### src/rtl/if_fetch_unit_pkg.sv
// Shared widths, encodings and types for the instruction fetch unit.
package if_fetch_unit_pkg;

   localparam int unsigned DATA_SIZE = 32;
   localparam int unsigned INS_SIZE  = 32;

   localparam logic [INS_SIZE-1:0] NOP_INS = 32'h0000_0013;

   typedef enum logic [1:0] {
      S_IDLE = 2'd0,
      S_REQ  = 2'd1,
      S_WAIT = 2'd2
   } fetch_state_e;

   typedef struct packed {
      logic [INS_SIZE-1:0]  ins;
      logic [DATA_SIZE-1:0] pc;
   } fq_entry_t;

   function automatic logic [DATA_SIZE-1:0] next_pc(input logic [DATA_SIZE-1:0] pc);
      return pc + DATA_SIZE'(4);
   endfunction

endpackage

### src/rtl/fetch_queue.sv
// Synchronous FIFO with flush; flush overrides push and pop in the same cycle.
module fetch_queue #(
   parameter int unsigned DEPTH = 2,
   parameter int unsigned WIDTH = 64,
   localparam int unsigned PTR_W = (DEPTH > 1) ? $clog2(DEPTH) : 1,
   localparam int unsigned CNT_W = $clog2(DEPTH + 1)
) (
   input  logic             clk,
   input  logic             rst,
   input  logic             flush,
   input  logic             push,
   input  logic [WIDTH-1:0] push_data,
   input  logic             pop,
   output logic [WIDTH-1:0] head_data,
   output logic             empty,
   output logic [CNT_W-1:0] count
);

   logic [WIDTH-1:0] mem_q [DEPTH];
   logic [WIDTH-1:0] mem_d [DEPTH];
   logic [PTR_W-1:0] wr_ptr_q, wr_ptr_d;
   logic [PTR_W-1:0] rd_ptr_q, rd_ptr_d;
   logic [CNT_W-1:0] count_q, count_d;
   logic             full_c;
   logic             push_ok_c;
   logic             pop_ok_c;

   function automatic logic [PTR_W-1:0] ptr_inc(input logic [PTR_W-1:0] p);
      return (p == PTR_W'(DEPTH - 1)) ? '0 : p + PTR_W'(1);
   endfunction

   assign full_c    = (count_q == CNT_W'(DEPTH));
   assign empty     = (count_q == '0);
   assign push_ok_c = push && !full_c;
   assign pop_ok_c  = pop && !empty;
   assign head_data = mem_q[rd_ptr_q];
   assign count     = count_q;

   always_comb begin
      mem_d    = mem_q;
      wr_ptr_d = wr_ptr_q;
      rd_ptr_d = rd_ptr_q;
      count_d  = count_q;
      if (flush) begin
         wr_ptr_d = '0;
         rd_ptr_d = '0;
         count_d  = '0;
      end else begin
         if (push_ok_c) begin
            mem_d[wr_ptr_q] = push_data;
            wr_ptr_d        = ptr_inc(wr_ptr_q);
         end
         if (pop_ok_c) begin
            rd_ptr_d = ptr_inc(rd_ptr_q);
         end
         count_d = count_q + CNT_W'(push_ok_c) - CNT_W'(pop_ok_c);
      end
   end

   always_ff @(posedge clk or posedge rst) begin
      if (rst) begin
         mem_q    <= '{default: '0};
         wr_ptr_q <= '0;
         rd_ptr_q <= '0;
         count_q  <= '0;
      end else begin
         mem_q    <= mem_d;
         wr_ptr_q <= wr_ptr_d;
         rd_ptr_q <= rd_ptr_d;
         count_q  <= count_d;
      end
   end

endmodule

### src/rtl/if_fetch_unit.sv
// Instruction fetch: one outstanding imem request feeding a small queue toward decode.
module if_fetch_unit
   import if_fetch_unit_pkg::*;
#(
   parameter logic [DATA_SIZE-1:0] RESET_PC = 32'h0000_0000,
   parameter int unsigned          FQ_DEPTH = 2
) (
   input  logic                 clk,
   input  logic                 rst,
   output logic                 imem_req,
   output logic [DATA_SIZE-1:0] imem_addr,
   input  logic                 imem_gnt,
   input  logic                 imem_rvalid,
   input  logic [INS_SIZE-1:0]  imem_rdata,
   input  logic                 redirect_valid,
   input  logic [DATA_SIZE-1:0] redirect_pc,
   input  logic                 id_stall,
   output logic                 id_valid,
   output logic [INS_SIZE-1:0]  id_ins,
   output logic [DATA_SIZE-1:0] id_pc
);

   localparam int unsigned CNT_W = $clog2(FQ_DEPTH + 1);

   fetch_state_e         state_q, state_d;
   logic [DATA_SIZE-1:0] pc_q, pc_d;
   logic [DATA_SIZE-1:0] fetch_pc_q, fetch_pc_d;
   logic                 drop_q, drop_d;
   logic                 req_q, req_d;

   logic                 fq_push_c;
   logic                 fq_pop_c;
   logic                 fq_empty;
   logic [CNT_W-1:0]     fq_count;
   fq_entry_t            fq_head;
   fq_entry_t            fq_push_data;
   logic [CNT_W:0]       cnt_after_c;
   logic [DATA_SIZE-1:0] redirect_aligned_c;

   assign fq_pop_c           = !fq_empty && !id_stall;
   assign fq_push_data       = '{ins: imem_rdata, pc: fetch_pc_q};
   assign redirect_aligned_c = {redirect_pc[DATA_SIZE-1:2], 2'b00};
   // Occupancy after this cycle's push/pop; the next fetch needs a spare slot.
   assign cnt_after_c = {1'b0, fq_count} + (CNT_W+1)'(fq_push_c) - (CNT_W+1)'(fq_pop_c);

   always_comb begin
      state_d    = state_q;
      pc_d       = pc_q;
      fetch_pc_d = fetch_pc_q;
      drop_d     = drop_q;
      fq_push_c  = 1'b0;
      case (state_q)
         S_IDLE: begin
            if (redirect_valid) begin
               pc_d    = redirect_aligned_c;
               state_d = S_REQ;
            end else if (fq_count < CNT_W'(FQ_DEPTH)) begin
               state_d = S_REQ;
            end
         end
         S_REQ: begin
            if (redirect_valid) begin
               pc_d = redirect_aligned_c;
               if (imem_gnt) begin
                  state_d = S_WAIT;
                  drop_d  = 1'b1;
               end
            end else if (imem_gnt) begin
               fetch_pc_d = pc_q;
               pc_d       = next_pc(pc_q);
               state_d    = S_WAIT;
            end
         end
         S_WAIT: begin
            if (redirect_valid) begin
               pc_d = redirect_aligned_c;
               if (imem_rvalid) begin
                  drop_d  = 1'b0;
                  state_d = S_REQ;
               end else begin
                  drop_d = 1'b1;
               end
            end else if (imem_rvalid) begin
               drop_d = 1'b0;
               if (drop_q) begin
                  state_d = S_REQ;
               end else begin
                  fq_push_c = 1'b1;
                  state_d   = (cnt_after_c < (CNT_W+1)'(FQ_DEPTH)) ? S_REQ : S_IDLE;
               end
            end
         end
         default: state_d = S_IDLE;
      endcase
      req_d = (state_d == S_REQ);
   end

   always_ff @(posedge clk or posedge rst) begin
      if (rst) begin
         state_q    <= S_IDLE;
         pc_q       <= RESET_PC;
         fetch_pc_q <= '0;
         drop_q     <= 1'b0;
         req_q      <= 1'b0;
      end else begin
         state_q    <= state_d;
         pc_q       <= pc_d;
         fetch_pc_q <= fetch_pc_d;
         drop_q     <= drop_d;
         req_q      <= req_d;
      end
   end

   fetch_queue #(
      .DEPTH (FQ_DEPTH),
      .WIDTH ($bits(fq_entry_t))
   ) u_fetch_queue (
      .clk       (clk),
      .rst       (rst),
      .flush     (redirect_valid),
      .push      (fq_push_c),
      .push_data (fq_push_data),
      .pop       (fq_pop_c),
      .head_data (fq_head),
      .empty     (fq_empty),
      .count     (fq_count)
   );

   assign imem_req  = req_q;
   assign imem_addr = pc_q;
   assign id_valid  = !fq_empty;
   assign id_ins    = fq_empty ? NOP_INS : fq_head.ins;
   assign id_pc     = fq_empty ? '0 : fq_head.pc;

endmodule

### config.mk
export PLATFORM = sky130hd
export DESIGN_NAME = if_fetch_unit
export DESIGN_NICKNAME = d
export VERILOG_FILES = /design/src/rtl/if_fetch_unit_pkg.sv /design/src/rtl/fetch_queue.sv /design/src/rtl/if_fetch_unit.sv
export SDC_FILE = /design/constraint.sdc
export NUM_CORES = 1
export LEC_CHECK = 0
export ABC_AREA = 1
export BUFFER_PORTS_ARGS = -buffer_cell sky130_fd_sc_hd__buf_2
export CAP_MARGIN = 20
export CORE_ASPECT_RATIO = 1.1
export CORE_MARGIN = 2
export CORE_UTILIZATION = 50
export DETAILED_ROUTE_END_ITERATION = 6
export GPL_TIMING_DRIVEN = 0
export PLACE_DENSITY = 0.72
export SLEW_MARGIN = 25
export SYNTH_ARGS = -nofsm -noshare
export SYNTH_HDL_FRONTEND = slang
export SYNTH_HIERARCHICAL = 1
export SYNTH_SLANG_ARGS = --single-unit
### constraint.sdc
create_clock -name clk -period 6.37 [get_ports clk]
set_input_delay 1.274 -clock clk [delete_from_list [all_inputs] [get_ports clk]]
set_output_delay 1.274 -clock clk [all_outputs]
set_load 0.05 [all_outputs]
==> summary.json <==
{
  "globalRoute.totalOverflow": 0,
  "cellInternalPower_mw": 2.80,
  "final_cell_area_um2": 12400,
  "timing_worst_setup_path_type": "flop to output port",
  "final_cell_mix": "sky130_fd_sc_hd__nand2_1, sky130_fd_sc_hd__buf_2, sky130_fd_sc_hd__dfrtp_1, sky130_fd_sc_hd__nor2_1, sky130_fd_sc_hd__nand4_1",
  "placed_cell_area_um2": 11800,
  "cts_root_buf": "sky130_fd_sc_hd__clkbuf_16",
  "min_period_over_period_pct": 61.0,
  "groute.usage.overall_pct": 26.8,
  "crit_path_end_kind": "output port",
  "cp.required_ps": 5100,
  "cts_inserted_buffers": 17,
  "irDropWorstVdd_mv": 0.336,
  "dr.first_iter.drc_count": 617,
  "hold_viol": 0,
  "final.hold.worst_slack_ps": 471,
  "place_congestion": 0.904,
  "floorplan.die.width_um": 142,
  "relSlewSlack_pct": 54.3,
  "final-setup-viol-count": 0,
  "ys_seq_area_share_pct": 46.5,
  "cp_cell_sequence": "inv_1 -> nand2_1 -> inv_1 -> clkbuf_1 -> clkbuf_1 -> nor2_1 -> buf_2",
  "outcome": "completed",
  "worst_path_max_delay_cell": "sky130_fd_sc_hd__clkbuf_1",
  "clkTransAtPathRegs_ps": 70,
  "clockBufferDepth": 2,
  "num_vias": 9966,
  "i_o_pin_count": 168,
  "ys_types": 37,
  "finClkSkew_ps": 8.67,
  "critical-path-max-stage-delay_ps": 500,
  "post_drt_via_cell_ratio": 5.22,
  "tritoncts_clock_tree": "yes",
  "power.share.switching_pct": 41.9,
  "final_max_slew_viol_count": 0,
  "flow.area_growth_from_synthesis_pct": 17.6,
  "via_count_of_the_first_global_routing_pass": 9341,
  "cp_data_arrival_time_ps": 2610,
  "synthesis_stage_register_bit_count": 196,
  "post-route-util_pct": 60.0,
  "netSwitchingPower_mw": 2.02,
  "fp.coreArea_um2": 20600,
  "clockPowerShare_pct": 24.1,
  "maxCapViolCount": 0,
  "postCtsResizedCells": 0,
  "p_comb_share_pct": 35.4,
  "syn_inst": 1451,
  "numClockSinks": 196,
  "first_pass_iters": 5,
  "hold_fix_buffer_count_after_cts": 0,
  "achievable-frequency_mhz": 257,
  "die-height_um": 156,
  "final.min_clock_period_ps": 3880,
  "synth.cell_area_um2": 10500,
  "clock_tree.htree_level_count": 4,
  "grt_start_max_net_pins": 92,
  "worst_pin_slew_ps": 685,
  "critical_path.max_fanout": 10,
  "detail_route.wl_per_cell_um": 15.0,
  "final_common_cell": "sky130_fd_sc_hd__nand2_1",
  "clkLatencyLatePin_ps": 440,
  "fin_total_pwr_mw": 4.82,
  "port_buffers": 163,
  "route.detailed.drc": 0,
  "static_leakage_nw": 6.78,
  "power_density_nw_per_um2": 389,
  "rows": 55,
  "final_antenna_net_count": 0,
  "drive_gt1_share_pct": 18.8,
  "start_util_pct": 51.0,
  "hpwl_mm": 20.7,
  "grt_antenna_before_repair": 0,
  "setup_repair_after_global_routing_missed_its_margin": "false",
  "final_net_count": 1715,
  "yosys_warnings": 6,
  "min_delay_worst_type": "flop to flop",
  "postSynthAreaPerCell_um2": 7.26,
  "finalWirelength_mm": 28.7,
  "floorplan.die_area_um2": 22300,
  "global_route_wire_length_before_repair_mm": 47.3,
  "timing.critical_path.from_type": "flop",
  "cts_setup_buffers": 0,
  "share_seq_of_total_power_pct": 40.5
}
critical path, delay by kind of cell (launching register included):
| kind | cells | cell delay, ps |
|---|---|---|
| buf+inv | 5 | 1430 |
| flops | 1 | 460 |
| simple gates | 2 | 270 |
worst paths after layout:
check	start	endpoint	slack, ps	cells past startpoint
max in group asynchronous	rst	u_fetch_queue/rd_ptr_q	4790	3
worst min-delay path	u_fetch_queue/mem_q[26]	u_fetch_queue/mem_q[26]	470	2
worst max register to register	u_fetch_queue/count[1]	imem_req	3330	11
min in group asynchronous	rst	fetch_pc_q[27]	830	2
worst min register to register	u_fetch_queue/mem_q[26]	u_fetch_queue/mem_q[26]	470	2
worst max-delay path	u_fetch_queue/count[1]	id_pc[19]	2490	7
registers in the layout (all words and copies together) (netlist names):
| signal | flops |
|---|---|
| drop_q | 1 |
| imem_req | 1 |
| u_fetch_queue/rd_ptr_q | 1 |
| u_fetch_queue/count | 2 |
| u_fetch_queue/mem_q | 128 |
| imem_addr | 30 |
| fetch_pc_q | 30 |
| u_fetch_queue/wr_ptr_q | 1 |
| state_q | 2 |
cells in the mapped netlist:
cell type	number	area, um^2
sky130_fd_sc_hd__dfrtp_1	196	4900
sky130_fd_sc_hd__a31oi_1	1	6.26
sky130_fd_sc_hd__clkinv_2	1	5.00
sky130_fd_sc_hd__nand2_2	4	25.0
sky130_fd_sc_hd__ha_1	4	50.1
sky130_fd_sc_hd__a21oi_1	6	30.0
sky130_fd_sc_hd__buf_1	2	7.51
sky130_fd_sc_hd__or2_2	6	37.5
sky130_fd_sc_hd__xor2_1	4	35.0
sky130_fd_sc_hd__nand4_1	129	807
sky130_fd_sc_hd__xnor2_1	1	8.76
sky130_fd_sc_hd__a22oi_1	3	22.5
sky130_fd_sc_hd__nor2_2	5	31.3
sky130_fd_sc_hd__mux2_4	3	45.0
sky130_fd_sc_hd__inv_2	3	11.3
sky130_fd_sc_hd__o21ai_1	26	130
sky130_fd_sc_hd__or2_1	1	6.26
sky130_fd_sc_hd__buf_4	4	30.0
sky130_fd_sc_hd__nand3_1	37	185
sky130_fd_sc_hd__a211oi_1	1	7.51
sky130_fd_sc_hd__nor2_1	136	510
sky130_fd_sc_hd__fa_1	1	20.0
sky130_fd_sc_hd__and2_1	3	18.8
sky130_fd_sc_hd__nor2_4	7	78.8
sky130_fd_sc_hd__buf_2	60	300
sky130_fd_sc_hd__nor3_1	2	10.0
sky130_fd_sc_hd__o22ai_2	1	12.5
sky130_fd_sc_hd__conb_1	1	3.75
sky130_fd_sc_hd__buf_6	14	158
sky130_fd_sc_hd__clkbuf_1	17	63.8
sky130_fd_sc_hd__nand3_2	2	20.0
sky130_fd_sc_hd__inv_1	119	447
sky130_fd_sc_hd__o21ai_0	27	135
sky130_fd_sc_hd__o31ai_1	2	15.0
sky130_fd_sc_hd__nand2_1	614	2300
sky130_fd_sc_hd__nand2_4	1	11.3
sky130_fd_sc_hd__o22ai_1	7	43.8
metal layers:
metal / global-route usage, % / vias up / part of all wire, %
li1: - / 4967 / -
met1: 36.5 / 4589 / 44
met2: 44.7 / 374 / 47
met3: 4.22 / 36 / 7.0
met4: 7.92 / 0 / 1.7
met5: 0 / - / 0
per-stage QoR:
stage	setup slack, ps	setup TNS [ps]	instances
2_1_floorplan	1570	0	1456
3_3_place_gp	-66.8	-7920	1875
3_5_place_dp	2970	0	1877
4_1_cts	2490	0	1909
5_1_grt	2330	0	1909
6_report	2490	0	1910
area by class of cell:
class	count	area (um^2)
diodes	1	2.50
plain buffers	97	559
clock buffers	18	439
clock inverters	14	199
fillers	1935	8250
inverters	123	473
multi-input cells	1040	4630
flip-flops and latches	196	4900
well taps	256	320
repair buffers	165	863
kinds of logic (layout without fill, tap and decap cells):
logic type                 after synthesis  in the layout  synth area share [%]
AOI/OAI and AO/OA                       74             74                  3.82
xor gates and xnor gates                 5              5                 0.416
adders and majority gates                5              5                 0.665
buffers and inverters                  220            417                  9.70
DFF                                    196            196                  46.5
muxes                                    3              3                 0.427
other                                    1              7                0.0356
and+or+nand+nor                        947            947                  38.4
power by group through the flow:
stage,Clock [mW],Combinational (mW),Sequential [mW]
after floorplan,0,0.976,2.22
final,1.16,1.71,1.95
after CTS,1.18,1.72,1.94
after global placement,0,1.67,1.96
after global routing,1.24,1.91,2.01
after detailed placement,0,1.71,1.96
No activity file was read; power rests on OpenSTA's default activity.
